==> config.mk <==
export PLATFORM = sky130hd
export DESIGN_NAME = q2_rr_arbiter4
export DESIGN_NICKNAME = d
export VERILOG_FILES = /design/src/rtl/q2_rr_arbiter4.sv
export SDC_FILE = /design/constraint.sdc
export NUM_CORES = 1
export LEC_CHECK = 0
export CORE_ASPECT_RATIO = 1.2
export CORE_MARGIN = 8
export CORE_UTILIZATION = 30
export CTS_CLUSTER_DIAMETER = 120
export DETAILED_ROUTE_END_ITERATION = 12
export GPL_ROUTABILITY_DRIVEN = 1
export SLEW_MARGIN = 5
export SYNTH_ARGS = -nofsm -noshare
export SYNTH_HDL_FRONTEND = slang
export SYNTH_SLANG_ARGS = --single-unit
==> constraint.sdc <==
create_clock -name clk -period 2.04 [get_ports clk]
set_input_delay 0.204 -clock clk [delete_from_list [all_inputs] [get_ports clk]]
set_output_delay 0.204 -clock clk [all_outputs]
set_load 0.02 [all_outputs]
==> src/rtl/q2_rr_arbiter4.sv <==
// Four-requester round-robin arbiter: registered one-hot grant, mux select, busy and hold count.
// Optional owner preemption after MAX_HOLD cycles is enabled with `define ARB_HOLD_LIMIT_EN.
module q2_rr_arbiter4 #(
  parameter int unsigned MAX_HOLD = 8
) (
  input  logic       clk,
  input  logic       rst,
  input  logic [3:0] req,
  output logic [3:0] grant,
  output logic [1:0] sel,
  output logic       busy,
  output logic [7:0] hold_cnt
);

  typedef enum logic {IDLE, GRANT} state_t;

  state_t     state, state_nx;
  logic [1:0] last_ptr, last_ptr_nx;
  logic [1:0] sel_nx;
  logic [3:0] grant_nx;
  logic [7:0] hold_nx;
  logic       busy_nx;

  logic [3:0] cand;
  logic [1:0] search_ptr, start_idx, winner;
  logic [7:0] rot;
  logic       found;
  logic       others_pending;
  logic       preempt;

  if (MAX_HOLD < 2 || MAX_HOLD > 255) begin : g_bad_max_hold
    $error("MAX_HOLD must lie in 2..255");
  end

  // Candidates exclude the current owner so a release or preemption always moves on.
  always_comb begin
    // NOTE: every combinational output gets a default first so no path infers a latch.
    cand       = req;
    search_ptr = last_ptr;
    if (state == GRANT) begin
      cand       = req & ~grant;
      search_ptr = sel;
    end
    start_idx = search_ptr + 2'd1;
    rot       = {cand, cand} >> start_idx;
    found     = 1'b0;
    winner    = 2'd0;
    for (int i = 3; i >= 0; i--) begin
      if (rot[i]) begin
        found  = 1'b1;
        winner = start_idx + 2'(i);
      end
    end
  end

  assign others_pending = |(req & ~grant);

`ifdef ARB_HOLD_LIMIT_EN
  assign preempt = (state == GRANT) && req[sel] && others_pending &&
                   (hold_cnt == 8'(MAX_HOLD - 1));
`else
  assign preempt = 1'b0;
`endif

  always_comb begin
    state_nx    = state;
    last_ptr_nx = last_ptr;
    sel_nx      = sel;
    grant_nx    = grant;
    hold_nx     = hold_cnt;
    case (state)
      IDLE: begin
        if (found) begin
          state_nx = GRANT;
          grant_nx = 4'b0001 << winner;
          sel_nx   = winner;
          hold_nx  = 8'd0;
        end
      end
      GRANT: begin
        if (req[sel] && !preempt) begin
          if (hold_cnt != 8'hFF) hold_nx = hold_cnt + 8'd1;
        end else begin
          last_ptr_nx = sel;
          hold_nx     = 8'd0;
          if (found) begin
            grant_nx = 4'b0001 << winner;
            sel_nx   = winner;
          end else begin
            grant_nx = 4'b0000;
            state_nx = IDLE;
          end
        end
      end
      default: state_nx = IDLE;
    endcase
    busy_nx = |grant_nx;
  end

  always_ff @(posedge clk) begin
    // NOTE: sequential state uses non-blocking assignments so all registers update together.
    if (rst) begin
      state    <= IDLE;
      last_ptr <= 2'd3;
      sel      <= 2'd0;
      grant    <= 4'b0000;
      hold_cnt <= 8'd0;
      busy     <= 1'b0;
    end else begin
      state    <= state_nx;
      last_ptr <= last_ptr_nx;
      sel      <= sel_nx;
      grant    <= grant_nx;
      hold_cnt <= hold_nx;
      busy     <= busy_nx;
    end
  end

  a_grant_onehot0 : assert property (@(posedge clk) $onehot0(grant));
  a_sel_matches   : assert property (@(posedge clk) disable iff (rst) busy |-> grant[sel]);

endmodule

==> results of run 1 <==
cells by family (layout without fill, tap and decap cells):
family | after synthesis | in the layout | share of synthesized area, %
and+or+nand+nor | 55 | 55 | 28.52
DFF | 18 | 18 | 35.25
xor gates and xnor gates | 1 | 1 | 0.8569
buffers and inverters | 7 | 46 | 2.937
AOI/OAI and AO/OA | 40 | 40 | 27.05
adders and majority gates | 1 | 1 | 1.224
muxes | 3 | 3 | 4.161
state kept, by name, summed over array words and instances (netlist names):
register	cells
last_ptr	2
hold_cnt	8
sel	2
grant	4
state	1
busy	1
worst max-delay path: cells and delay by family:
family                 cells  cell delay, ns
buffers and inverters      4            0.87
AOI/OAI and AO/OA          3            0.67
and+or+nand+nor            1            0.34
cells in the mapped netlist, types with 3 or more instances:
cell type,n,area (um2)
sky130_fd_sc_hd__dfxtp_1,18,360.4
sky130_fd_sc_hd__inv_1,3,11.26
sky130_fd_sc_hd__nor3_1,3,15.01
sky130_fd_sc_hd__nor2_1,9,33.78
sky130_fd_sc_hd__a21oi_1,13,65.06
sky130_fd_sc_hd__nor3b_1,3,22.52
sky130_fd_sc_hd__or3_1,4,25.02
sky130_fd_sc_hd__nand2_1,13,48.80
sky130_fd_sc_hd__buf_2,3,15.01
sky130_fd_sc_hd__nand2b_1,4,25.02
sky130_fd_sc_hd__o21ai_0,9,45.04
sky130_fd_sc_hd__nand3_1,6,30.03
sky130_fd_sc_hd__and3_1,4,25.02
what timing repair did:
action,4_1_cts,5_1_grt
resized for setup,0,1
endpoints found under the hold margin,0,0
endpoints found under the setup margin,0,6
per-stage QoR:
step | total power [W] | hold slack, ns | utilization (%) | instances | setup WS [ns]
6_report | 0.001072 | 0.5052 | 43.74 | 201 | 0.1337
5_1_grt | 0.001126 | 0.5514 | 43.74 | 201 | 0.01552
4_1_cts | 0.001081 | 0.5129 | 43.74 | 201 | 0.02204
3_5_place_dp | 0.0007923 | 0.5021 | 42.08 | 197 | -0.2767
3_3_place_gp | 0.0007847 | 0.4862 | 42.08 | 197 | -0.1672
2_1_floorplan | 0.0006181 | 0.4696 | - | 125 | 0.04344
layer usage:
metal  track usage, %  vias up
met4            7.598        0
met2            20.59       33
met3            3.234       10
met1            11.63      556
li1                 -      551
met5                0        -
power by group through the flow:
stage | combinational, W | clock (W) | sequential, W
global route | 0.000396 | 0.000308 | 0.000422
global placement | 0.000362 | 0 | 0.000423
CTS | 0.000369 | 0.000295 | 0.000417
floorplan | 0.000164 | 0 | 0.000454
detailed placement | 0.000368 | 0 | 0.000425
finish | 0.000370 | 0.000285 | 0.000416
worst max path at each step:
stage               cells after the start     endpoint   start
floorplan                               6  hold_cnt[6]  sel[1]
global placement                        5  hold_cnt[0]  req[3]
detailed placement                      5  hold_cnt[6]  req[3]
CTS                                     5  hold_cnt[6]  req[3]
global route                            7  hold_cnt[5]  req[3]
finish                                  8  hold_cnt[7]  req[3]
area by class of cell:
type                       instances  share of cell area, %
clock buffer                       4                  3.803
inverter                           3                 0.7779
multi-input combinational        100                  43.65
sequential                        18                  24.89
tap                               37                  3.198
timing repair buffer              39                  23.68
==> results.tsv, run 1 <==
metric	value	unit
cts_buffers	3	
synth-seq-area-share	35.25	%
synthesis.area_per_instance	8.178	um2
hold_buffers	0	
insertion_delay	0.25	ns
design.die.area	5539	um2
clkSlewWorstSetupHoldPaths	0.07	ns
r2r_end	hold_cnt[7]	
wire_length_per_cell	15.53	um
gr-total-overflow	0	
finish.net_count	172	
floorplan.die.height	79.95	um
setup_violations	0	
final-seq-area	360.3	um2
number_of_violations_of_the_max_capacitance_limit	0	
met2WireLength	1.551	mm
crit_path_cell_trace	clkdlybuf4s50_1 -> buf_4 -> inv_1 -> o221ai_1 -> o32ai_2 -> buf_4 -> or3_1 -> a21oi_1	
io_pins	21	
timing.reg2reg.setup_slack	0.18	ns
timing.critical_path.from_type	input pin	
met1Wirelength	1.294	mm
syn2layout_area_growth	41.62	%
hp-start	grant[2]	
largest_net_degree_at_the_start_of_global_routing	11	
clock_tree.htree_level_count	1	
number_of_antenna_violations_at_the_first_check_in_global_routing	0	
number_of_instances_in_the_synthesized_netlist	125	
post-cts-setup-buffers	0	
synthesized_cell_area	1022	um2
slew_limit_headroom	67.90	%
first_global_vias	1154	
critical_path.max_fanout	6	
drcViolationCount	0	
final_common_cell	sky130_fd_sc_hd__clkdlybuf4s50_1	
slowest_delay	0.52	ns
switching_share	31.60	%
cts_max_path_buffers	2	
cts_root_buffer	sky130_fd_sc_hd__clkbuf_8	
critical_path_s_most_frequent_cell	sky130_fd_sc_hd__buf_4	
timing.fmax	0.5246	GHz
synth_nets	132	
synth-edff-count	0	
synthFlopType	sky130_fd_sc_hd__dfxtp_1	
core.rowCount	23	
most_used_cells_in_the_layout_excluding_fill_and_tap_cells	sky130_fd_sc_hd__clkdlybuf4s50_1 (20), sky130_fd_sc_hd__buf_4 (19), sky130_fd_sc_hd__dfxtp_1 (18)	
power.clock.fraction	26.6	%
cellInternalPower	0.0007331	W
fin_skew	0.003031	ns
worst_hold_path.endpoint	grant[2]	
timing.rr.start	sel[1]	
critPathArrivalTime	2.09	ns
worst_pin_slew	0.4784	ns
place_congestion	0.9034	
ant_nets	0	
grt_first_pass_wirelength	5.292	mm
synth-seq-cells	18	
netSwitchingPower	0.0003387	W
route.vias.total	1150	
tritoncts	done	
synth-warning-count	0	
finalCritPeriodShare	93.45	%
highest-signal-layer	met4	
grt_setup_unrepaired	no	
power_frac_comb	34.5	%
final_cell_area	1448	um2
worstPathRequired	2.22	ns
final_hold_violating_endpoints	0	
postRouteWirelength	3.121	mm
final_period_minus_worst_setup_slack	1.906	ns
reg2regPathDepth	6	
detailroute.wirelength.met3	161	um
setup_total_negative_slack	0	ns
detailed_place_hpwl	2.478	mm
via_per_inst	5.721	
dr.first_iter.drc_count	48	
post_route_cells_drive_above_1_share	17.07	%
outcome	finished clean	
end_kind	register	
maxSlewViolCount	0	
area_occupied_by_multi_input_gates	631.9	um2
initial_utilization	30.89	%
dr.pass1.iters	4	
post_dp_cell_area	1393	um2
fillCellCount	336	
min_path_type	reg2reg	
global_route.usage.total	11.56	%
vdd_ir_drop_max	296.7	uV
cellLeakagePower	0.5715	nW
postSynth.asyncResetShare	0	%
whs_path_depth	2	
worst-setup-path-type	in2reg	
floorplan.die.width	69.29	um
placeableCoreArea	3309	um2
clkSinkCount	18	
cpMaxStageDelayCell	sky130_fd_sc_hd__clkdlybuf4s50_1	
insertedDiodeCount	0	
port_buffers	20	
synth_cell_types	38	
seqPwrFrac	38.8	%
cellPowerDensity	740.4	nW/um2
No activity file was read; power rests on OpenSTA's default activity.
==> inputs of run 2 (changes only) <==
--- a/config.mk
+++ b/config.mk
@@ -7,10 +7,11 @@
 export LEC_CHECK = 0
 export CORE_ASPECT_RATIO = 1.2
 export CORE_MARGIN = 8
-export CORE_UTILIZATION = 30
+export CORE_UTILIZATION = 49
 export CTS_CLUSTER_DIAMETER = 120
 export DETAILED_ROUTE_END_ITERATION = 12
 export GPL_ROUTABILITY_DRIVEN = 1
+export PLACE_DENSITY = 0.77
 export SLEW_MARGIN = 5
 export SYNTH_ARGS = -nofsm -noshare
 export SYNTH_HDL_FRONTEND = slang
==> run 2 against run 1 <==
Sequential power up 2%. Clock power decreased by 42%. Count of clock-buffer cells in the layout down 1. Global-route usage is 5.1 points higher. Hold slack lost 0.0032 ns. Highest routed layer unchanged. Maximum frequency up 2.2%.
==> results.tsv, run 2 (same netlist as run 1, synthesis figures left out) <==
metric	value	unit	change
floorplan.die.height	66.04	um	was 79.95 um
crit_path_cell_trace	mux4_2 -> nand2_4 -> o32ai_2 -> buf_4 -> or3_1 -> a21oi_1		was clkdlybuf4s50_1 -> buf_4 -> inv_1 -> o221ai_1 -> o32ai_2 -> buf_4 -> or3_1 -> a21oi_1
utilization	68.83	%	was 43.74%
clock_tree.htree_level_count	1		unchanged
syn2layout_area_growth	36.48	%	was 41.62%
worst_pin_slew	0.4796	ns	was 0.4784 ns
place_congestion	0.8666		was 0.9034
number_of_violations_of_the_max_capacitance_limit	0		unchanged
grt_first_pass_wirelength	5.043	mm	was 5.292 mm
placeableCoreArea	2027	um2	was 3309 um2
wire_length_per_cell	16.62	um	was 15.53 um
finalWorstSetupSlack	0.1739	ns	was 0.1337 ns
slew_limit_headroom	67.81	%	was 67.90%
slowest_delay	0.57	ns	was 0.52 ns
total_power	0.0009510	W	was 0.001072 W
critPathArrivalTime	2.08	ns	was 2.09 ns
via_per_inst	6.202		was 5.721
post_dp_cell_area	1371	um2	was 1393 um2
hp-start	grant[2]		unchanged
maxSlewViolCount	0		unchanged
min_path_type	reg2reg		unchanged
setup_violations	0		unchanged
outcome	finished clean		unchanged
clkSinkCount	18		unchanged
largest_net_degree_at_the_start_of_global_routing	17		was 11
worst-setup-path-type	reg2reg		was in2reg
fillCellCount	179		was 336
switching_share	33.86	%	was 31.60%
hold_buffers	0		unchanged
cts_max_path_buffers	2		unchanged
critical_path_startpoint	sel[1]		was req[3]
core.rowCount	18		was 23
power.clock.fraction	17.3	%	was 26.6%
reg.largest.list	hold_cnt x8, grant x4		unchanged
timing.fmax	0.5359	GHz	was 0.5246 GHz
most_used_cells_in_the_layout_excluding_fill_and_tap_cells	sky130_fd_sc_hd__clkdlybuf4s50_1 (20), sky130_fd_sc_hd__buf_4 (19), sky130_fd_sc_hd__dfxtp_1 (17)		was sky130_fd_sc_hd__clkdlybuf4s50_1 (20), sky130_fd_sc_hd__buf_4 (19), sky130_fd_sc_hd__dfxtp_1 (18)
total_placed_cells_including_tap_cells	180		was 197
initial_utilization	50.43	%	was 30.89%
path_delay_family	multiplexers		was buffers and inverters
largest-register	hold_cnt		unchanged
dr.first_iter.drc_count	38		was 48
netSwitchingPower	0.0003220	W	was 0.0003387 W
seqPwrFrac	44.5	%	was 38.8%
design.die.area	3810	um2	was 5539 um2
timing.rr.start	sel[1]		unchanged
clkSlewWorstSetupHoldPaths	0.09	ns	was 0.07 ns
worstPathRequired	2.26	ns	was 2.22 ns
power_frac_comb	38.2	%	was 34.5%
io_pins	21		unchanged
grt_setup_unrepaired	no		unchanged
critPathBufInv	1		was 4
cellInternalPower	0.0006291	W	was 0.0007331 W
detailed_place_hpwl	2.465	mm	was 2.478 mm
floorplan.die.width	57.70	um	was 69.29 um
dr.pass1.iters	4		unchanged
timing.critical_path.from_type	register		was input pin
gr-total-overflow	0		unchanged
number_of_antenna_violations_at_the_first_check_in_global_routing	0		unchanged
cellLeakagePower	0.5572	nW	was 0.5715 nW
global_route.usage.total	16.69	%	was 11.56%
place_ws	-0.1631	ns	was -0.2767 ns
route.vias.total	1135		was 1,150
final_cell_area	1395	um2	was 1448 um2
area_occupied_by_multi_input_gates	631.9	um2	unchanged
finish.net_count	172		unchanged
critical_path.max_fanout	6		unchanged
finalCritPeriodShare	91.48	%	was 93.45%
insertedDiodeCount	0		unchanged
fin_skew	0.001771	ns	was 0.003031 ns
end_kind	register		unchanged
final-instance-count-excl-fill	183		was 201
final-seq-area	361.6	um2	was 360.3 um2
ant_nets	0		unchanged
post_route_cells_drive_above_1_share	17.18	%	was 17.07%
port_buffers	20		unchanged
insertion_delay	0.28	ns	was 0.25 ns
first_global_vias	1113		was 1,154
cts_root_buffer	sky130_fd_sc_hd__clkbuf_4		was sky130_fd_sc_hd__clkbuf_8
postRouteWirelength	3.041	mm	was 3.121 mm
tritoncts	done		unchanged
cts_buffers	3		unchanged
cellPowerDensity	681.7	nW/um2	was 740.4 nW/um2
largest_reg_flops	8		unchanged
final_period_minus_worst_setup_slack	1.866	ns	was 1.906 ns
final_common_cell	sky130_fd_sc_hd__clkdlybuf4s50_1		unchanged
cpMaxStageDelayCell	sky130_fd_sc_hd__mux4_2		was sky130_fd_sc_hd__clkdlybuf4s50_1
final_hold_violating_endpoints	0		unchanged
drcViolationCount	0		unchanged
vdd_ir_drop_max	428.7	uV	was 296.7 uV
[run 2: cell types whose count changed in the layout (fill, tap and decap cells not counted)]
cell and delta:
sky130_fd_sc_hd__dfxtp_1 -1, sky130_fd_sc_hd__dfxtp_2 +1, sky130_fd_sc_hd__clkbuf_4 +3, sky130_fd_sc_hd__clkbuf_8 -4
[run 2: what timing repair did]
item / CTS / global route
setup endpoints to repair: 0 / 6
endpoints found under the hold margin: 0 / 0
gates resized for setup: 0 / 2
buffers inserted: 0 / 0
[run 2: per-layer routing]
layer	wire length [um]	up-vias	share of wire, %	global-route usage, %
met5	0	-	0	0
met4	44	0	1.4	5.828
met3	128	6	4.2	3.113
met2	1613	31	53	32.44
met1	1255	541	41	17.26
li1	-	557	-	-
[run 2: metrics by stage]
step                      hold WS, ns  TNS [ns]
final                          0.5020         0
after global routing           0.5313         0
after global placement         0.4883   -0.6330
after CTS                      0.5062         0
after detailed placement       0.4937   -0.9643
after floorplan                0.4696         0
[run 2: layout make-up]
class,count,share of cell area [%]
well taps,20,1.794
multi-input cells,100,45.29
clock buffers,3,1.614
repair buffers,39,24.57
flip-flops and latches,18,25.92
inverters,3,0.8072
[run 2: final timing paths]
kind / end / slack, ns / cells after the start
max: hold_cnt[7] / 0.17 / 6
min: grant[2] / 0.50 / 2
max reg2reg: hold_cnt[7] / 0.17 / 6
min reg2reg: grant[2] / 0.50 / 2
[run 2: worst min-delay path: stages, from the launching register on]
cell and delay (ns):
sky130_fd_sc_hd__dfxtp_1 0.34, sky130_fd_sc_hd__nand2_1 0.06, sky130_fd_sc_hd__o21ai_0 0.06
[run 2: power groups by stage]
stage / clock [W] / sequential, W / combinational (W)
after floorplan: 0 / 0.000454 / 0.000164
after global placement: 0 / 0.000429 / 0.000354
after detailed placement: 0 / 0.000430 / 0.000360
after CTS: 0.000173 / 0.000422 / 0.000362
after global routing: 0.000188 / 0.000428 / 0.000390
final: 0.000165 / 0.000423 / 0.000364
==> inputs of run 3 (changes only) <==
--- a/config.mk
+++ b/config.mk
@@ -8,7 +8,6 @@
 export CORE_ASPECT_RATIO = 1.2
 export CORE_MARGIN = 8
 export CORE_UTILIZATION = 49
-export CTS_CLUSTER_DIAMETER = 120
 export DETAILED_ROUTE_END_ITERATION = 12
 export GPL_ROUTABILITY_DRIVEN = 1
 export PLACE_DENSITY = 0.77
==> results of run 3 <==
Same layout as run 2: the final DEF is identical, and so are final timing and power.
